**config.mk**
```make
export PLATFORM = sky130hd
export DESIGN_NAME = sata_txarb
export DESIGN_NICKNAME = d
export VERILOG_FILES = /design/src/rtl/sata_txarb_pkg.sv /design/src/rtl/sata_txarb_rrpick.sv /design/src/rtl/sata_txarb.sv
export SDC_FILE = /design/constraint.sdc
export NUM_CORES = 1
export LEC_CHECK = 0
export ABC_CLOCK_PERIOD_IN_PS = 2500
export CAP_MARGIN = 0
export CORE_ASPECT_RATIO = 1.5
export CORE_MARGIN = 2
export CORE_UTILIZATION = 37
export DETAILED_ROUTE_END_ITERATION = 12
export GPL_ROUTABILITY_DRIVEN = 0
export GPL_TIMING_DRIVEN = 0
export PLACE_DENSITY = 0.81
export SLEW_MARGIN = 20
export SYNTH_ARGS = -nofsm -noshare
export SYNTH_HDL_FRONTEND = slang
export SYNTH_SLANG_ARGS = --single-unit
```
**constraint.sdc**
```tcl
create_clock -name i_clk -period 2.5 [get_ports i_clk]
set_input_delay 0.25 -clock i_clk [delete_from_list [all_inputs] [get_ports i_clk]]
set_output_delay 0.25 -clock i_clk [all_outputs]
set_load 0.005 [all_outputs]
```
**src/rtl/sata_txarb_pkg.sv**
```systemverilog
// Shared SATA link-layer definitions for the transmit arbiter.
// Holds the transport TX word width, a few link primitive codes and the
// state encoding used by the transmit scheduler (sata_txarb).
package sata_txarb_pkg;

    // Transport-layer word width on the TX stream.
    localparam int DATA_W = 32;

    // Link primitive dwords (already in their 8b/10b-friendly K28.x form).
    localparam logic [DATA_W-1:0] SATA_PRIM_ALIGN = 32'h7B4A_4ABC;
    localparam logic [DATA_W-1:0] SATA_PRIM_SYNC  = 32'hB5B5_957C;
    localparam logic [DATA_W-1:0] SATA_PRIM_SOF   = 32'h3737_B57C;
    localparam logic [DATA_W-1:0] SATA_PRIM_EOF   = 32'hD5D5_B57C;

    // Transmit scheduler states.
    typedef enum logic [1:0] {
        ST_IDLE  = 2'd0,
        ST_SEND  = 2'd1,
        ST_DRAIN = 2'd2,
        ST_WAIT  = 2'd3
    } txarb_state_t;

endpackage

```
**src/rtl/sata_txarb_rrpick.sv**
```systemverilog
// Two-way round-robin picker for the transmit arbiter.
// Ports:
//   i_clk, i_reset   clock, asynchronous active-high reset
//   i_req[1:0]       request vector {port1, port0}
//   i_update         load the pointer from the port just served
//   i_served_p1      1 when the served port was port 1, 0 for port 0
//   o_pick[1:0]      one-hot choice (combinational), 00 when no request
module satatx_rrpick
    import sata_txarb_pkg::*;
#(
    parameter int OPT_ROUND_ROBIN = 1
) (
    input  logic       i_clk,
    input  logic       i_reset,
    input  logic [1:0] i_req,
    input  logic       i_update,
    input  logic       i_served_p1,
    output logic [1:0] o_pick
);

    // Set when port 1 should win the next tie; after reset port 0 is favoured.
    logic favor_p1;

    always_ff @(posedge i_clk or posedge i_reset) begin
        if (i_reset)
            favor_p1 <= 1'b0;
        else if (i_update)
            favor_p1 <= ~i_served_p1;
    end

    always_comb begin
        o_pick = i_req;
        if (i_req == 2'b11)
            o_pick = ((OPT_ROUND_ROBIN != 0) && favor_p1) ? 2'b10 : 2'b01;
    end

endmodule

```
**src/rtl/sata_txarb.sv**
```systemverilog
// Two-requester transmit scheduler in front of the link-layer TX stream.
// Whole FISes are granted to port 0 (command/register) or port 1 (data);
// the grant is held until the link reports success/failure, and that status
// is routed back to the owner. A WAIT timeout and a DRAIN state for FISes
// aborted mid-transfer keep requesters from hanging.
// Ports:
//   i_clk, i_reset              clock, asynchronous active-high reset
//   i_link_ready, i_link_error  link health / readiness
//   s0_* / s1_*                 requester streams plus success/failed pulses
//   m_*                         stream towards the link
//   i_success, i_failed         link status for the FIS in flight
//   o_grant                     one-hot owner, 00 in IDLE
//   o_busy                      scheduler not idle
//   o_timeout                   pulse when the WAIT timer expires
module sata_txarb
    import sata_txarb_pkg::*;
#(
    parameter int LGTIMEOUT       = 20,
    parameter int OPT_ROUND_ROBIN = 1
) (
    input  logic              i_clk,
    input  logic              i_reset,
    input  logic              i_link_ready,
    input  logic              i_link_error,

    input  logic              s0_valid,
    output logic              s0_ready,
    input  logic [DATA_W-1:0] s0_data,
    input  logic              s0_last,
    output logic              s0_success,
    output logic              s0_failed,

    input  logic              s1_valid,
    output logic              s1_ready,
    input  logic [DATA_W-1:0] s1_data,
    input  logic              s1_last,
    output logic              s1_success,
    output logic              s1_failed,

    output logic              m_valid,
    input  logic              m_ready,
    output logic [DATA_W-1:0] m_data,
    output logic              m_last,

    input  logic              i_success,
    input  logic              i_failed,

    output logic [1:0]        o_grant,
    output logic              o_busy,
    output logic              o_timeout
);

    txarb_state_t         state, next_state;
    logic [1:0]           grant_r;
    logic [LGTIMEOUT-1:0] timer;
    logic [1:0]           pick;

    logic g_valid, g_last;
    logic beat_last, drain_last, timer_full, abort;
    logic fail_pulse, succ_pulse, rr_update;

    // Granted-port stream fields; grant_r is one-hot or zero.
    assign g_valid    = grant_r[1] ? s1_valid : (grant_r[0] & s0_valid);
    assign g_last     = grant_r[1] ? s1_last  : s0_last;
    assign beat_last  = (state == ST_SEND)  && g_valid && m_ready && g_last;
    assign drain_last = (state == ST_DRAIN) && g_valid && g_last;
    assign timer_full = &timer;
    assign abort      = i_link_error || i_failed;
    assign rr_update  = (state != ST_IDLE) && (next_state == ST_IDLE);

    satatx_rrpick #(
        .OPT_ROUND_ROBIN (OPT_ROUND_ROBIN)
    ) u_rrpick (
        .i_clk       (i_clk),
        .i_reset     (i_reset),
        .i_req       ({s1_valid, s0_valid}),
        .i_update    (rr_update),
        .i_served_p1 (grant_r[1]),
        .o_pick      (pick)
    );

    // State register.
    always_ff @(posedge i_clk or posedge i_reset) begin
        if (i_reset)
            state <= ST_IDLE;
        else
            state <= next_state;
    end

    // Next-state logic.
    always_comb begin
        next_state = state;
        case (state)
            ST_IDLE:
                if (i_link_ready && (s0_valid || s1_valid))
                    next_state = ST_SEND;
            ST_SEND:
                // An abort on the final beat has nothing left to drain.
                if (abort)
                    next_state = beat_last ? ST_IDLE : ST_DRAIN;
                else if (beat_last)
                    next_state = ST_WAIT;
            ST_DRAIN:
                if (drain_last)
                    next_state = ST_IDLE;
            ST_WAIT:
                if (i_success || abort || timer_full)
                    next_state = ST_IDLE;
            default:
                next_state = ST_IDLE;
        endcase
    end

    // Grant latch and WAIT timer.
    always_ff @(posedge i_clk or posedge i_reset) begin
        if (i_reset) begin
            grant_r <= 2'b00;
            timer   <= '0;
        end else begin
            if (state == ST_IDLE && next_state == ST_SEND)
                grant_r <= pick;
            else if (next_state == ST_IDLE)
                grant_r <= 2'b00;

            if (state == ST_WAIT)
                timer <= timer + LGTIMEOUT'(1);
            else
                timer <= '0;
        end
    end

    // Outputs: stream muxing and status routing.
    always_comb begin
        fail_pulse = 1'b0;
        succ_pulse = 1'b0;
        o_timeout  = 1'b0;
        case (state)
            ST_SEND:  fail_pulse = abort && beat_last;
            ST_DRAIN: fail_pulse = drain_last;
            ST_WAIT: begin
                // Failure outranks a simultaneous success.
                fail_pulse = abort || timer_full;
                succ_pulse = i_success && !fail_pulse;
                o_timeout  = timer_full;
            end
            default: ;
        endcase

        s0_success = succ_pulse && grant_r[0];
        s0_failed  = fail_pulse && grant_r[0];
        s1_success = succ_pulse && grant_r[1];
        s1_failed  = fail_pulse && grant_r[1];

        m_valid  = (state == ST_SEND) && g_valid;
        m_data   = grant_r[1] ? s1_data : s0_data;
        m_last   = g_last;

        // DRAIN swallows the remainder of an aborted FIS.
        s0_ready = grant_r[0] && (((state == ST_SEND) && m_ready) || (state == ST_DRAIN));
        s1_ready = grant_r[1] && (((state == ST_SEND) && m_ready) || (state == ST_DRAIN));

        o_grant  = grant_r;
        o_busy   = (state != ST_IDLE);
    end

endmodule

```
==> results.json <==
{
  "crit_type": "reg2out",
  "grt_max_degree": 26,
  "ys_seq_area_share_pct": 33.94,
  "num_antenna_cells": 0,
  "finalHoldViolCount": 0,
  "layout_common_cells": "clkdlybuf4s50_1 (116), mux2_2 (33), nor2_1 (23), dfrtp_1 (21), nand2_1 (15)",
  "io_pins": 119,
  "grt_overflow": 0,
  "synth-async-reset-ratio_pct": 100.0,
  "p_leak_nw": 1.334,
  "synth_warnings": 0,
  "detail-route-antenna-nets": 0,
  "avgSynthCellArea_sq_um": 9.355,
  "setup_viol": 0,
  "core_sq_um": 4810,
  "maxCapViolations": 0,
  "ir_drop_mv": 0.1967,
  "rows": 31,
  "die-area_sq_um": 5573,
  "drt_iter0_drc": 112,
  "clock_latency_ns": 0.27,
  "grt.total_usage_pct": 23.53,
  "synth-edff-count": 0,
  "portBuffers": 118,
  "cts_tree": "done",
  "htreeDepth": 1,
  "syn_inst": 197,
  "initial_core_util_pct": 38.32,
  "fp.dieW_um": 61.63,
  "synth_seq_cells": 25,
  "fin_util_pct": 69.20,
  "ys.flop_type": "dfrtp_1",
  "worst_slew_pin_slew_ns": 0.9244,
  "viasPerCell": 5.327,
  "whs_ns": 0.3706,
  "max_freq_ghz": 0.4160,
  "dr.pass1.iters": 4,
  "synth_nets": 273,
  "maxSlewHeadroom_pct": 37.99,
  "synth_cell_types": 45,
  "clkTransAtPathRegs_ns": 0.09,
  "outcome": "finished, final reports clean",
  "layout_commonest_cell": "clkdlybuf4s50_1",
  "period_share_pct": 96.15,
  "fin_skew_ns": 0.006502,
  "route.detailed.drc": 0,
  "crit_arrival_ns": 2.15,
  "vias": 2104,
  "rsz0062_at_grt": "yes",
  "crit_path_max_fanout": 5,
  "final.fill_count": 408,
  "critPathCaptureType": "primary output",
  "maxSlewViolCount": 0,
  "grt_pass1_wl_mm": 9.880,
  "cts_buffer_depth": 2,
  "clock_sinks": 25,
  "grt_pass1_vias": 2037,
  "finalCriticalPeriod_ns": 2.404,
  "numCtsBuffers": 3,
  "antenna_found_initial": 0,
  "start_kind": "register",
  "p_per_area_nw_per_um2": 261.6,
  "cp.required_ns": 2.25,
  "worstHoldPathType": "in2async",
  "synth_area_sq_um": 1843,
  "root_buffer": "clkbuf_8",
  "cts_hold_buf": 0,
  "layout-drive-gt1-share_pct": 21.88,
  "area_delta_synth_final_pct": 80.58,
  "nNetsFinal": 406,
  "wl_per_cell_um": 16.72,
  "die_h_um": 90.44,
  "routed_wl_mm": 6.606,
  "place_hpwl_mm": 5.177
}
==> worst paths after layout <==
path,depth (start not counted),slack [ns],end,from
max,7,0.1,s1_failed,timer[0]$_DFF_PP0_
min,2,0.37,timer[4]$_DFF_PP0_,i_reset
max reg2reg,5,0.50,timer[15]$_DFF_PP0_,timer[2]$_DFF_PP0_
min reg2reg,1,0.54,timer[0]$_DFF_PP0_,timer[0]$_DFF_PP0_
max in group asynchronous,2,1.65,timer[12]$_DFF_PP0_,i_reset
min in group i_clk,1,0.54,timer[0]$_DFF_PP0_,timer[0]$_DFF_PP0_
==> metal layers <==
metal	GRT usage [%]	wire, um
met4	5.319	131
met1	30.85	2339
met5	0	0
met2	36.75	3170
met3	8.023	963
==> through the flow <==
stage	power (mW)	TNS, ns	worst slack (ns)	area (sq um)	cells
2_1_floorplan	0.4535	0	0.7248	1843	197
3_3_place_gp	0.6358	0	0.04236	3107	381
3_5_place_dp	0.6360	0	0.02092	3107	381
5_1_grt	0.9101	-0.03028	-0.02532	3328	395
6_report	0.8707	0	0.09625	3328	395
4_1_cts	0.8710	-0.03846	-0.02026	3201	387
==> critical path, cell delays in order (launching register included) <==
cell and delay (ns):
dfrtp_1 0.43, ha_4 0.19, nand3_4 0.11, nor3_4 0.22, nand2_2 0.09, o211a_1 0.23, nor2b_1 0.11, clkdlybuf4s50_1 0.50
==> kinds of logic (layout without fill, tap and decap cells) <==
kind of cell               Yosys count  count (layout)  share of synthesized area, %
AOI/OAI and AO/OA                   27              27                         10.59
xor gates and xnor gates            16              16                         7.603
adders and majority gates            1               1                        0.6788
buffers and inverters               17             149                         4.277
DFF                                 25              25                         33.94
muxes                               33              33                         20.16
and+or+nand+nor                     78              78                         22.74
==> flip-flops by register name, indices dropped and copies added (netlist names) <==
name,cells
u_rrpick.favor_p1,1
timer,20
state,2
o_grant,2
==> synthesized netlist by cell type (4+ instances only) <==
cell     count  area [sq um]
a21oi_1      5         25.02
and3_1       4         25.02
buf_1        4         15.01
dfrtp_1     25         625.6
inv_1        6         22.52
mux2_2      33         371.6
nand2_1     17         63.81
nand3_1      7         35.03
nor2_1      23         86.33
o21ai_0      6         30.03
xnor2_1      4         35.03
xor2_1      12         105.1
==> cell type report <==
| cell class | count | area [sq um] | share of cell area (%) |
|---|---|---|---|
| plain buffers | 10 | 53.80 | 1.617 |
| clock buffers | 3 | 41.29 | 1.241 |
| inverters | 6 | 22.52 | 0.6767 |
| multi-input cells | 155 | 1224 | 36.77 |
| flip-flops and latches | 25 | 630.6 | 18.95 |
| well taps | 66 | 82.58 | 2.481 |
| clock inverters | 1 | 5.005 | 0.1504 |
| repair buffers | 129 | 1269 | 38.12 |
==> repair_timing <==
item	4_1_cts	5_1_grt
gates cloned	0	0
setup endpoints to repair	4	33
gates resized for setup	6	15
endpoints found under the hold margin	0	0
pin swaps	1	7
setup buffers	2	9
==> power by group <==
part / internal (mW) / leakage, nW / total, mW / switching [mW]
clock network: 0.111 / 0.0255 / 0.241 / 0.129
logic: 0.166 / 0.971 / 0.226 / 0.0596
registers: 0.404 / 0.338 / 0.404 / 0
Power figures use the tool's default switching activity.
